File: config.mk
export PLATFORM = sky130hd
export DESIGN_NAME = asfifo_rd_drain
export DESIGN_NICKNAME = d
export VERILOG_FILES = /design/src/rtl/asfifo_rd_drain_pkg.sv /design/src/rtl/asfifo_rd_drain_chk.sv /design/src/rtl/asfifo_rd_drain_skid_buf2.sv /design/src/rtl/asfifo_rd_drain.sv
export SDC_FILE = /design/constraint.sdc
export NUM_CORES = 1
export LEC_CHECK = 0
export ABC_AREA = 1
export BUFFER_PORTS_ARGS = -buffer_cell sky130_fd_sc_hd__buf_2
export CAP_MARGIN = 5
export CORE_ASPECT_RATIO = 0.8
export CORE_MARGIN = 3
export CORE_UTILIZATION = 57
export DETAILED_ROUTE_END_ITERATION = 16
export GPL_TIMING_DRIVEN = 0
export PLACE_DENSITY_LB_ADDON = 0.15
export SKIP_CTS_REPAIR_TIMING = 1
export SYNTH_ARGS = -nofsm -noshare
export SYNTH_HDL_FRONTEND = slang
export SYNTH_SLANG_ARGS = --single-unit
File: constraint.sdc
create_clock -name clk -period 5.01 [get_ports clk]
set_input_delay 0.501 -clock clk [delete_from_list [all_inputs] [get_ports clk]]
set_output_delay 0.501 -clock clk [all_outputs]
set_load 0.03 [all_outputs]
File: src/rtl/asfifo_rd_drain_pkg.sv
// Shared constants for the async-FIFO read-side drain: default word width
// (kept equal to the FIFO WIDTH) and the skid-buffer geometry.
package asfifo_rd_drain_pkg;

    localparam int DEFAULT_WIDTH = 8;
    localparam int SKID_DEPTH    = 2;
    localparam int OCC_W         = 2;

    localparam logic [OCC_W-1:0] OCC_EMPTY = 2'd0;
    localparam logic [OCC_W-1:0] OCC_FULL  = 2'd2;

    // Next buffer occupancy given a write and/or a read this cycle; a
    // simultaneous write and read leaves the occupancy unchanged.
    function automatic logic [OCC_W-1:0] occ_next(
        input logic [OCC_W-1:0] occ,
        input logic             wr,
        input logic             rd
    );
        logic [OCC_W-1:0] v;
        if (wr && !rd) begin
            v = occ + 2'd1;
        end else if (rd && !wr) begin
            v = occ - 2'd1;
        end else begin
            v = occ;
        end
        return v;
    endfunction

endpackage

File: src/rtl/asfifo_rd_drain_chk.sv
// Invariant checker for the drain's skid buffer; contributes no logic.
module asfifo_rd_drain_chk
    import asfifo_rd_drain_pkg::*;
(
    input logic             clk,
    input logic             rstn,
    input logic             wr_en,
    input logic             rd_en,
    input logic [OCC_W-1:0] occ
);

    // The credit logic must never launch a word that lands in a full buffer.
    a_no_capture_when_full: assert property (
        @(posedge clk) disable iff (!rstn) !(wr_en && (occ == OCC_FULL))
    );

    // A pop can only happen while a word is held.
    a_no_pop_when_empty: assert property (
        @(posedge clk) disable iff (!rstn) !(rd_en && (occ == OCC_EMPTY))
    );

    // Occupancy stays within the two entries.
    a_occ_range: assert property (
        @(posedge clk) disable iff (!rstn) (occ <= OCC_FULL)
    );

endmodule

File: src/rtl/asfifo_rd_drain_skid_buf2.sv
// Two-entry in-order queue that absorbs FIFO read data. Entries are
// registers, so the read port carries no combinational path from wr_data.
module asfifo_rd_drain_skid_buf2
    import asfifo_rd_drain_pkg::*;
#(
    parameter int WIDTH = DEFAULT_WIDTH
) (
    input  logic             clk,
    input  logic             rstn,
    input  logic             wr_en,
    input  logic [WIDTH-1:0] wr_data,
    input  logic             rd_en,
    output logic [WIDTH-1:0] rd_data,
    output logic [OCC_W-1:0] occ
);

    logic [WIDTH-1:0] r_mem [SKID_DEPTH];
    logic             r_head;
    logic             r_tail;
    logic [OCC_W-1:0] r_occ;

    // Queue state: write at tail, advance head on read, track occupancy.
    always_ff @(posedge clk or negedge rstn) begin
        if (!rstn) begin
            r_mem[0] <= {WIDTH{1'b0}};
            r_mem[1] <= {WIDTH{1'b0}};
            r_head   <= 1'b0;
            r_tail   <= 1'b0;
            r_occ    <= OCC_EMPTY;
        end else begin
            if (wr_en) begin
                r_mem[r_tail] <= wr_data;
                r_tail        <= ~r_tail;
            end
            if (rd_en) begin
                r_head <= ~r_head;
            end
            r_occ <= occ_next(r_occ, wr_en, rd_en);
        end
    end

    assign rd_data = r_mem[r_head];
    assign occ     = r_occ;

endmodule

File: src/rtl/asfifo_rd_drain.sv
// Read-domain consumer of the async FIFO: pops words with credit-based flow
// control, absorbs the one-cycle read latency in a 2-entry skid buffer and
// presents a valid/ready stream, counting delivered words.
module asfifo_rd_drain
    import asfifo_rd_drain_pkg::*;
#(
    parameter int WIDTH = DEFAULT_WIDTH,
    parameter int CNT_W = 16
) (
    input  logic             clk,
    input  logic             rstn,
    input  logic             en,
    input  logic             rempty,
    output logic             rinc,
    input  logic [WIDTH-1:0] rdata,
    output logic             m_valid,
    output logic [WIDTH-1:0] m_data,
    input  logic             m_ready,
    output logic [CNT_W-1:0] rd_count
);

    logic             w_pop;
    logic             w_rinc;
    logic [2:0]       w_commit;
    logic [OCC_W-1:0] w_occ;
    logic             r_inflight;
    logic [CNT_W-1:0] r_rd_count;

    // Pop credit: words held plus the one in flight, less the one leaving now,
    // must leave a free slot. Held low during reset so no pop escapes.
    always_comb begin
        w_pop    = m_valid & m_ready;
        w_commit = {1'b0, w_occ} + {2'b00, r_inflight} - {2'b00, w_pop};
        if (rstn && en && !rempty && (w_commit < 3'd2)) begin
            w_rinc = 1'b1;
        end else begin
            w_rinc = 1'b0;
        end
    end

    // A popped word arrives one cycle later and is always captured then.
    always_ff @(posedge clk or negedge rstn) begin
        if (!rstn) begin
            r_inflight <= 1'b0;
        end else begin
            r_inflight <= w_rinc;
        end
    end

    // Delivered-word counter, wraps naturally at its width.
    always_ff @(posedge clk or negedge rstn) begin
        if (!rstn) begin
            r_rd_count <= {CNT_W{1'b0}};
        end else if (w_pop) begin
            r_rd_count <= r_rd_count + {{(CNT_W-1){1'b0}}, 1'b1};
        end
    end

    asfifo_rd_drain_skid_buf2 #(
        .WIDTH (WIDTH)
    ) u_skid (
        .clk     (clk),
        .rstn    (rstn),
        .wr_en   (r_inflight),
        .wr_data (rdata),
        .rd_en   (w_pop),
        .rd_data (m_data),
        .occ     (w_occ)
    );

    asfifo_rd_drain_chk u_chk (
        .clk   (clk),
        .rstn  (rstn),
        .wr_en (r_inflight),
        .rd_en (w_pop),
        .occ   (w_occ)
    );

    assign rinc     = w_rinc;
    assign m_valid  = (w_occ != OCC_EMPTY);
    assign rd_count = r_rd_count;

endmodule

# After elaboration in Yosys (flattened, before gate mapping)
# Cells that the tools add are included.
[op_classes] addsub=5 n_lt_le_gt_ge=4 n_mux=9 bitwise_logic=5 reduce_logical=11
[ops] op="2-to-1 mux 8 bit" n=4
[ops] op="adder 16 x 1 -> 16 bit (second input constant)" n=1
[ops] op="bitwise mux 16 bit" n=1
[ops] op="demux 8 bit (select 1 bit)" n=1
[ops] op="logical AND 1 bit" n=6
[ops] op="greater-or-equal comparator 2 bit (second input constant)" n=2
[ops] op="2-to-1 mux 2 bit" n=2
[ops] op="NOT 1 -> 2 bit" n=2
[ops] op="nonzero test 2 bit" n=2
[ops] op="adder 2 x 1 -> 3 bit" n=1
[ops] op="logical NOT 1 bit" n=3
[ops] op="< comparator 3 x 2 -> 1 bit (second input constant)" n=1
[ops] op="subtractor 3 x 1 -> 3 bit" n=1
[ops] op="adder 2 x 1 -> 2 bit (second input constant)" n=1
[ops] op="< comparator 2 x 1 -> 1 bit (second input constant)" n=1
[ops] op="NOT 1 bit" n=2
[ops] op="subtractor 2 x 1 -> 2 bit (second input constant)" n=1
[ops] op="AND 1 bit" n=1
[ops] op="2-to-1 mux 1 bit" n=1
[totals] ff_bits=37 in_bits=13 out_inout_bits=26 word_cells=41

# Longest topological paths before layout
# Gate-level depths: netlist (run 1).
[depth] ltp_word=6 mapped_depth=8 ltp_nobuf=8

# By module
# A second synthesis (run 1) with hierarchy kept.
[hier_totals] hier_cells=196 hier_area_um2=1890.6
[by_module_without_submodules] module="asfifo_rd_drain" instances=1 cells_each=105 area_each_um2=960.9 seq_area_each_um2=425.4
[by_module_without_submodules] module="asfifo_rd_drain_skid_buf2" instances=1 cells_each=91 area_each_um2=929.6 seq_area_each_um2=500.5

# Worst setup path before layout (run 1)
# Ideal clock, no wire load.
[synth_timing] kind="reg-to-output" from="reg u_skid.r_occ[1] (netlist: u_skid.occ[1])" to="out rinc" t_arrival_ns=2.942 required_ns=4.509 slack_ns=1.567 stages_incl_launch_ff=8 n_path_buf=0 path_cell_list="dfrtp_1 -> nor2_2 -> nor2_8 -> ha_1 -> or2_2 -> fa_1 -> nand2_1 -> nor4b_1"
[synth_between] elab_chain_len=6 elab_cells_between_ends=7 cone_classes="add/sub: 2; order compare: 1; mux: 1; bitwise: 1; reduce/logical: 2"
[synth_rtl] element="from (decl)" line_no="asfifo_rd_drain_skid_buf2.sv:20" text="logic [OCC_W-1:0] r_occ;"
[synth_rtl] element="from (signal assigned)" line_no="asfifo_rd_drain_skid_buf2.sv:38" text="r_occ <= occ_next(r_occ, wr_en, rd_en);"
[synth_rtl] element="nonzero test 2 bit" line_no="asfifo_rd_drain.sv:80" text="assign m_valid = (w_occ != OCC_EMPTY);"
[synth_rtl] element="AND 1 bit" line_no="asfifo_rd_drain.sv:32" text="w_pop = m_valid & m_ready;"
[synth_rtl] element="named net u_skid.rd_en" line_no="asfifo_rd_drain_skid_buf2.sv:12" text="input logic rd_en,"
[synth_rtl] element="subtractor 3 x 1 -> 3 bit" line_no="asfifo_rd_drain.sv:33" text="w_commit = {1'b0, w_occ} + {2'b00, r_inflight} - {2'b00, w_pop};"
[synth_rtl] element="< comparator 3 x 2 -> 1 bit" line_no="asfifo_rd_drain.sv:34" text="if (rstn && en && !rempty && (w_commit < 3'd2)) begin"
[synth_rtl] element="logical AND 1 bit" line_no="asfifo_rd_drain.sv:34"
[synth_rtl] element="2-to-1 mux 1 bit" line_no="asfifo_rd_drain.sv:34"
[synth_rtl] element="to (decl)" line_no="asfifo_rd_drain.sv:14" text="output logic rinc,"
# The timed path passes the listed nets, and every way through them passes these cells.

# Worst setup path in the final report (run 1)
# Same ends and word-level chain as after synthesis.

==> results.py, run 1 <==
metrics = {
    "power": {
        "clkPwrFrac_pct": 16.4,
        "internal_power_uw": 692,
        "power_density_nw_per_um2": 587,
        "peakVddDrop_mv": 0.351,
        "pwr-share-comb_pct": 43.8,
        "switchingPower_uw": 540,
        "netSwitchingFraction_pct": 43.8,
        "leakagePower_uw": 0.00116,
        "seqPwrFrac_pct": 39.8,
    },
    "sta": {
        "hold_viol": 0,
        "grt_setup_unrepaired": "no",
        "fmax_mhz": 299,
        "timing.setup.tns_ns": 0,
        "clock_skew_ns": 0.00446,
        "maxSlewViolCount": 0,
        "worstMarginPinSlew_ns": 0.815,
        "report.final.setup_viol": 0,
        "finalCriticalPeriod_ns": 3.34,
        "maxSlewHeadroom_pct": 45.7,
        "finalCritPeriodShare_pct": 66.7,
    },
    "detailed_routing": {
        "drt-vias-per-instance": 5.03,
        "num_vias": 1404,
        "drt_pass1_iterations": 4,
        "postRouteAntennaNets": 0,
        "routed_wl_um": 3460,
        "wl_per_cell_um": 12.4,
        "drc": 0,
        "drt-initial-drc-count": 60,
    },
    "worst_setup_path": {
        "r2r-start": "u_skid.occ[1]",
        "r2r_cells": 7,
        "crit_type": "reg2out",
        "cp.required_ns": 4.51,
        "path_cells": "nor2_2 -> nor2_8 -> ha_1 -> or2_2 -> fa_1 -> nand2_1 -> nor4b_1 -> buf_2",
        "max_stage_delay_ns": 0.48,
        "startpoint": "u_skid.occ[1]",
        "crit_slowest_cell": "fa_1",
        "crit_family": "simple AND/OR/NAND/NOR gates",
        "timing.reg2reg.setup_slack_ns": 2.59,
        "arrival_ns": 2.84,
        "crit_fanout": 6,
        "critPathCaptureType": "primary output",
        "critPathBufInv": 1,
        "start_kind": "register",
        "r2r-end": "r_inflight",
    },
    "final_layout": {
        "layout_common_cells": "nand2_1, buf_2, dfrtp_1, inv_1, o21ai_0",
        "area_growth_pct": 18.3,
        "finalCoreUtilization_pct": 73.1,
        "drive_above_1_share_pct": 23.7,
        "n_antenna_cell": 0,
        "nNetsFinal": 258,
        "final_common_cell": "nand2_1",
    },
    "die": {
        "ios": 39,
        "fp-row-count": 17,
        "coreArea_sq_um": 2870,
        "die_area_sq_um": 3820,
        "die_h_um": 55.9,
        "start_util_pct": 61.8,
        "die_w_um": 68.4,
    },
    "synthesis": {
        "yosysTopAreaCellShare_pct": 52.1,
        "synth_cell_types": 26,
        "synth-edff-count": 0,
        "async_flop_share_pct": 100,
        "syn_inst": 196,
        "syn-num-nets": 213,
        "synthTopCellsByArea": "dfrtp_1, nand2_1, o21ai_0",
        "ys_seq_area_share_pct": 52.1,
        "ys_ff_latch": 37,
        "syn_avg_cell_area_sq_um": 9.06,
        "synth.largest_area_cell": "dfrtp_1",
        "synthFlopType": "dfrtp_1",
        "synth.cell_area_sq_um": 1780,
        "yosysWarnings": 0,
    },
    "grt": {
        "met2_usage_pct": 32.7,
        "grt_pass1_vias": 1353,
        "antenna_found_initial": 0,
        "track_usage_pct": 20.3,
        "top_usage_layer": "met2",
        "grt_pass1_wl_um": 5840,
        "met1_usage_pct": 26.3,
        "grt_max_degree": 39,
        "overflow": 0,
        "use_met3_pct": 6.06,
    },
    "cts": {
        "clock_path_buffers": 2,
        "ctsHtreeMaxLevel": 2,
        "clk_pin_slew_worst_paths_ns": 0.07,
        "cts_buffers": 5,
        "cts.sink_count": 37,
        "clock_latency_ns": 0.28,
        "cts_tree": "done",
        "clockRootBuffer": "clkbuf_8",
    },
    "placed_design": {
        "io_buffers": 38,
        "routabilityCongestion": 0.764,
        "dp_hpwl_um": 2570,
    },
    "status": {
        "status": "completed",
    },
    "min_path": {
        "hold_class": "in2async",
    },
    "run": {
        "drv_cap": 0,
    },
}
## per-stage QoR
stage / setup slack [ns] / area (sq um) / std cells / total power, uW / hold WS (ns)
3_3_place_gp: 1.96 / 2010 / 272 / 1010 / 0.462
2_1_floorplan: 1.57 / 1780 / 196 / 881 / 0.205
5_1_grt: 1.50 / 2100 / 279 / 1320 / 0.371
3_5_place_dp: 1.90 / 2010 / 272 / 1040 / 0.479
4_1_cts: 1.64 / 2100 / 279 / 1240 / 0.342
6_report: 1.67 / 2100 / 279 / 1230 / 0.313
## power groups by stage
stage	clock network, uW	registers [uW]	logic, uW
final	202	491	540
after global routing	223	507	592
after CTS	205	491	547
after detailed placement	0	495	545
after global placement	0	484	525
after floorplan	0	524	356
## cells in the mapped netlist, types with 2 or more instances
cell and count:
o21ai_0 17, nand3_1 3, nand3b_1 3, nand4_1 2, nor2_1 7, xor2_1 8
or2_2 2, nand2_1 70, xnor2_1 7, inv_1 20, dfrtp_1 37, ha_1 3
nor2_2 2, nor2_4 2, buf_2 2
## cell type report
class / count / area, sq um
Tap cell: 38 / 47.5
Clock buffer: 7 / 86.3
Inverter: 21 / 78.8
Multi-Input combinational cell: 134 / 746
Buffer: 4 / 25.0
Sequential cell: 37 / 926
Fill cell: 221 / 772
Timing Repair Buffer: 38 / 190
## kinds of logic (layout without fill, tap and decap cells)
family,after synthesis,in the layout,share of synthesized area (%)
AOI/OAI and AO/OA,19,19,5.57
DFF,37,37,52.1
adders and majority gates,4,4,3.24
and+or+nand+nor,96,96,25.8
xor gates and xnor gates,15,15,7.40
buffers and inverters,25,70,5.85
## per-layer routing
metal  vias to the layer above  share of wire, %
li1                        692                 -
met1                       670                44
met2                        38                49
met3                         4               6.4
met4                         0              0.61
met5                         -                 0
## how the worst max path moves through the flow
| stage | to | cells after the start |
|---|---|---|
| after detailed placement | rinc | 9 |
| final | rinc | 8 |
| after floorplan | rinc | 7 |
| after CTS | rinc | 8 |
| after global routing | rinc | 8 |
| after global placement | rinc | 9 |
## sequential cells by signal, summed over array words and instances (netlist names)
signal         cells
r_inflight         1
rd_count          16
u_skid.occ         2
u_skid.r_head      1
u_skid.r_mem      16
u_skid.r_tail      1
No activity file was read; power rests on OpenSTA's default activity.
==> run 2, diff against run 1 <==
--- a/config.mk
+++ b/config.mk
@@ -10,7 +10,7 @@
 export CAP_MARGIN = 5
 export CORE_ASPECT_RATIO = 0.8
 export CORE_MARGIN = 3
-export CORE_UTILIZATION = 57
+export CORE_UTILIZATION = 53
 export DETAILED_ROUTE_END_ITERATION = 16
 export GPL_TIMING_DRIVEN = 0
 export PLACE_DENSITY_LB_ADDON = 0.15
==> constraint.sdc (replaced) <==
create_clock -name clk -period 3.2 [get_ports clk]
set_input_delay 0.32 -clock clk [delete_from_list [all_inputs] [get_ports clk]]
set_output_delay 0.32 -clock clk [all_outputs]
set_load 0.03 [all_outputs]
==> results.py, run 2 (synthesized netlist as in run 1, its figures left out) <==
metrics = {
    "status": {
        "status": "completed",
    },
    "cts": {
        "cts_buffers": 5,
        "clock_latency_ns": 0.28,
        "clk_pin_slew_worst_paths_ns": 0.07,
        "cts.sink_count": 37,
        "clock_path_buffers": 2,
        "cts_tree": "done",
        "clockRootBuffer": "clkbuf_8",
        "ctsHtreeMaxLevel": 2,
    },
    "grt": {
        "antenna_found_initial": 0,
        "met1_usage_pct": 26.7,
        "track_usage_pct": 17.9,
        "use_met3_pct": 4.16,
        "met2_usage_pct": 25.6,
        "grt_max_degree": 39,
        "grt_pass1_wl_um": 5710,
        "top_usage_layer": "met1",
        "overflow": 0,
        "grt_pass1_vias": 1270,
    },
    "sta": {
        "hold_ws_ns": 0.128,
        "grt_setup_unrepaired": "no",
        "worstMarginPinSlew_ns": 0.805,
        "finalCriticalPeriod_ns": 3.01,
        "maxSlewHeadroom_pct": 46.3,
        "fmax_mhz": 333,
        "fin_ws_ns": 0.193,
        "clock_skew_ns": 0.00316,
        "hold_viol": 0,
        "maxSlewViolCount": 0,
        "timing.setup.tns_ns": 0,
        "report.final.setup_viol": 0,
        "finalCritPeriodShare_pct": 94.0,
    },
    "final_layout": {
        "drive_above_1_share_pct": 24.0,
        "n_antenna_cell": 0,
        "n_fill_cell": 273,
        "final_common_cell": "nand2_1",
        "area_growth_pct": 18.7,
        "nNetsFinal": 258,
        "layout.cells.non_filler": 282,
        "regArea_sq_um": 927,
        "final_cell_area_sq_um": 2110,
        "layout_common_cells": "nand2_1, buf_2, dfrtp_1, inv_1, o21ai_0",
        "multi_input_area_sq_um": 757,
    },
    "power": {
        "peakVddDrop_mv": 0.489,
        "power_density_nw_per_um2": 906,
        "leakagePower_uw": 0.00115,
    },
    "die": {
        "ios": 39,
        "fp-row-count": 18,
        "start_util_pct": 56.3,
        "coreArea_sq_um": 3150,
        "die_area_sq_um": 4080,
        "die_h_um": 57.8,
        "die_w_um": 70.7,
    },
    "placed_design": {
        "dp_hpwl_um": 2310,
        "routabilityCongestion": 0.702,
        "dp_cells": 274,
        "io_buffers": 38,
        "place_area_sq_um": 2020,
        "dpl_worst_slack_ns": 0.417,
    },
    "worst_setup_path": {
        "arrival_ns": 2.69,
        "r2r-end": "r_inflight",
        "crit_slowest_cell": "fa_1",
        "timing.reg2reg.setup_slack_ns": 0.94,
        "startpoint": "u_skid.occ[0]",
        "critPathCaptureType": "primary output",
        "path_cells": "nor2_4 -> nor2_8 -> ha_1 -> or2_2 -> fa_1 -> nand2_1 -> nor4b_2 -> buf_2",
        "cp.required_ns": 2.88,
        "crit_type": "reg2out",
        "r2r_cells": 7,
        "max_stage_delay_ns": 0.49,
        "start_kind": "register",
        "r2r-start": "u_skid.occ[0]",
        "crit_fanout": 6,
    },
    "detailed_routing": {
        "wl_per_cell_um": 11.2,
        "routed_wl_um": 3150,
        "drt-vias-per-instance": 4.79,
        "drc": 0,
        "num_vias": 1350,
        "postRouteAntennaNets": 0,
        "drt-initial-drc-count": 93,
        "drt_pass1_iterations": 4,
    },
    "min_path": {
        "hold_class": "in2async",
    },
    "run": {
        "drv_cap": 0,
    },
}
-- run 2: layer usage --
metal	routed length (um)	part of all wire (%)	vias up
met4	56	1.8	0
met5	0	0	-
met3	180	5.7	8
met2	1330	42	33
li1	-	-	698
met1	1580	50	611
-- run 2: power breakdown --
group	total [uW]	internal, uW	switching [uW]
logic	841	281	560
registers	766	637	129
clock network	302	155	147
total	1910	1070	836
-- run 2: critical path: cells and delay by family, from the launching register on --
family | cells | cell delay [ns]
adder cells (fa/ha/maj) | 2 | 0.76
buffers and inverters | 1 | 0.24
flip-flops | 1 | 0.46
AND/OR/NAND/NOR | 5 | 0.95
-- run 2: worst max-delay path by stage --
stage,endpoint,cells after the start
floorplan,rinc,7
global placement,rinc,8
detailed placement,rinc,8
CTS,rinc,8
global route,rinc,8
finish,rinc,8
-- run 2: final cells by class --
type,instances,area share (%)
buffer,4,1.19
clock buffer,8,3.80
inverter,21,3.74
multi-input combinational,134,35.9
sequential,37,44.0
tap,40,2.37
timing repair buffer,38,9.02
-- run 2: through the flow --
stage               util (%)  total power (uW)
finish                  66.9              1910
global route            66.9              2070
CTS                     66.7              1920
detailed placement      64.1              1610
global placement        64.1              1600
floorplan                  -              1380
==> run 3, diff against run 2 <==
--- a/config.mk
+++ b/config.mk
@@ -5,12 +5,12 @@
 export SDC_FILE = /design/constraint.sdc
 export NUM_CORES = 1
 export LEC_CHECK = 0
-export ABC_AREA = 1
+export ABC_AREA = 0
 export BUFFER_PORTS_ARGS = -buffer_cell sky130_fd_sc_hd__buf_2
 export CAP_MARGIN = 5
 export CORE_ASPECT_RATIO = 0.8
 export CORE_MARGIN = 3
-export CORE_UTILIZATION = 53
+export CORE_UTILIZATION = 52
 export DETAILED_ROUTE_END_ITERATION = 16
 export GPL_TIMING_DRIVEN = 0
 export PLACE_DENSITY_LB_ADDON = 0.15
==> results.py, run 3 <==
metrics = {
    "synthesis": {
        "synth_top_family_by_area": "multiplexers",
        "syn-num-nets": 142,
        "synthSimpleGateAreaFrac_pct": 11.3,
        "syn_avg_cell_area_sq_um": 13.4,
        "muxShareOfSynthArea_pct": 16.2,
        "ys_seq_area_share_pct": 55.4,
        "synth-edff-count": 0,
        "async_flop_share_pct": 100,
        "yosysTopAreaCellShare_pct": 55.4,
        "synth.cell_area_sq_um": 1670,
        "synthTopCellsByArea": "dfrtp_1, mux2_2, xnor2_1",
        "synth-xor-area-share_pct": 11.0,
        "synth.largest_area_cell": "dfrtp_1",
        "yosysWarnings": 0,
        "synth_cell_types": 25,
        "synthFlopType": "dfrtp_1",
        "syn_inst": 125,
        "yosysMostFrequentCell": "dfrtp_1",
        "ys_ff_latch": 37,
        "synth_compound_area_share_pct": 0.974,
        "synth_fa_ha_area_share_pct": 3.45,
        "yosys-top-cells-count": "dfrtp_1, mux2_2, xnor2_1",
    },
    "detailed_routing": {
        "drt-initial-drc-count": 39,
        "dr.max_layer_used": "met4",
        "drt_pass1_iterations": 2,
        "wl_met1_um": 1430,
        "routed_wl_um": 3190,
        "num_vias": 1079,
        "routed-wl-met3_um": 171,
        "postRouteAntennaNets": 0,
        "wl_per_cell_um": 15.3,
        "drc": 0,
        "wl_met2_um": 1550,
        "drt-vias-per-instance": 5.16,
    },
    "final_layout": {
        "final_common_cell": "buf_2",
        "drive_above_1_share_pct": 45.0,
        "final_cell_area_sq_um": 2040,
        "nNetsFinal": 187,
        "n_antenna_cell": 0,
        "finalCoreUtilization_pct": 70.1,
        "layout_common_cells": "buf_2, dfrtp_1, mux2_2, xnor2_1, nand2_1",
        "area_growth_pct": 22.2,
    },
    "sta": {
        "hold_viol": 0,
        "finalCritPeriodShare_pct": 94.1,
        "finalCriticalPeriod_ns": 3.01,
        "clock_skew_ns": 0.00661,
        "maxSlewHeadroom_pct": 46.4,
        "grt_setup_unrepaired": "no",
        "fmax_mhz": 332,
        "timing.setup.tns_ns": 0,
        "worstMarginPinSlew_ns": 0.804,
        "maxSlewViolCount": 0,
        "report.final.setup_viol": 0,
    },
    "worst_setup_path": {
        "crit_fanout": 6,
        "cpMostUsedCell": "buf_2",
        "r2r-start": "u_skid.occ[0]",
        "crit_slowest_cell": "fa_1",
        "critPathBufInv": 3,
        "max_stage_delay_ns": 0.48,
        "startpoint": "u_skid.occ[0]",
        "arrival_ns": 2.69,
        "crit_family": "adder cells",
        "timing.reg2reg.setup_slack_ns": 0.94,
        "start_kind": "register",
        "critPathCaptureType": "primary output",
        "path_cells": "buf_2 -> o21ai_2 -> inv_2 -> ha_1 -> nand2b_1 -> fa_1 -> nand4b_1 -> nor2_1 -> buf_2",
        "cp.required_ns": 2.88,
        "crit_type": "reg2out",
    },
    "die": {
        "ios": 39,
        "die_area_sq_um": 3930,
        "coreArea_sq_um": 2910,
        "fp-row-count": 17,
        "start_util_pct": 57.3,
        "die_h_um": 56.7,
        "die_w_um": 69.4,
    },
    "grt": {
        "grt_max_degree": 39,
        "grt_pass1_vias": 1184,
        "track_usage_pct": 17.6,
        "antenna_found_initial": 0,
        "overflow": 0,
        "grt_pass1_wl_um": 5400,
    },
    "cts": {
        "clk_pin_slew_worst_paths_ns": 0.07,
        "cts.sink_count": 37,
        "clock_latency_ns": 0.29,
        "cts_buffers": 5,
        "ctsHtreeMaxLevel": 2,
        "clockRootBuffer": "clkbuf_8",
        "cts_tree": "done",
        "clock_path_buffers": 2,
    },
    "placed_design": {
        "routabilityCongestion": 0.765,
        "dp_hpwl_um": 2340,
        "place_area_sq_um": 1910,
        "io_buffers": 38,
    },
    "power": {
        "leakagePower_uw": 0.00100,
        "power_density_nw_per_um2": 1020,
        "peakVddDrop_mv": 0.633,
    },
    "run": {
        "drv_cap": 0,
    },
    "min_path": {
        "hold_class": "in2async",
    },
    "status": {
        "status": "completed",
    },
}
run 3: changes by cell type after synthesis, sizes merged, moves of 2 or more:
cell / before / now
buf: 3 / 1
inv: 20 / 4
mux2: 0 / 24
nand2: 70 / 10
nand3b: 4 / 0
nand4: 2 / 5
nor2: 12 / 4
nor4: 0 / 2
o21ai: 18 / 1
xnor2: 7 / 14
run 3: path summary, 6_finish.rpt:
kind / cells past startpoint / endpoint
max: 9 / rinc
min: 1 / rd_count[3]
max reg2reg: 8 / r_inflight
min reg2reg: 1 / rd_count[15]
max in group asynchronous: 1 / u_skid.r_mem[4]
min in group clk: 2 / u_skid.r_mem[6]
run 3: layer usage:
layer  vias up  track usage [%]
met1       534             21.1
met2        23             29.9
met5         -                0
met4         0             5.01
met3         6             6.26
li1        516                -
run 3: through the flow:
step / total power, uW / setup WS (ns) / hold WS, ns / std cells
2_1_floorplan: 1390 / 0.640 / 0.0244 / 125
3_3_place_gp: 1570 / 0.601 / 0.443 / 201
3_5_place_dp: 1620 / 0.515 / 0.459 / 201
4_1_cts: 2100 / 0.176 / 0.143 / 209
5_1_grt: 2190 / 0.0134 / 0.180 / 209
6_report: 2080 / 0.188 / 0.112 / 209
run 3: final cells by class:
| type | count | area, sq um |
|---|---|---|
| Buffer | 3 | 12.5 |
| Clock buffer | 5 | 68.8 |
| Clock inverter | 3 | 65.1 |
| Fill cell | 212 | 872 |
| Inverter | 4 | 15.0 |
| Multi-Input combinational cell | 81 | 717 |
| Sequential cell | 37 | 926 |
| Tap cell | 38 | 47.5 |
| Timing Repair Buffer | 38 | 190 |
run 3: where the power goes:
group	internal (uW)	switching, uW	total (uW)	leakage, uW
clock network	310	166	476	0.0000681
registers	634	136	770	0.000467
logic	341	491	832	0.000469
total	1290	793	2080	0.00100
run 3: cells by family (layout without fill, tap and decap cells):
logic type,count (synthesis),in the layout
AOI/OAI and AO/OA,2,2
and+or+nand+nor,30,30
buffers and inverters,7,53
adders and majority gates,4,4
muxes,24,24
xor gates and xnor gates,21,21
DFF,37,37
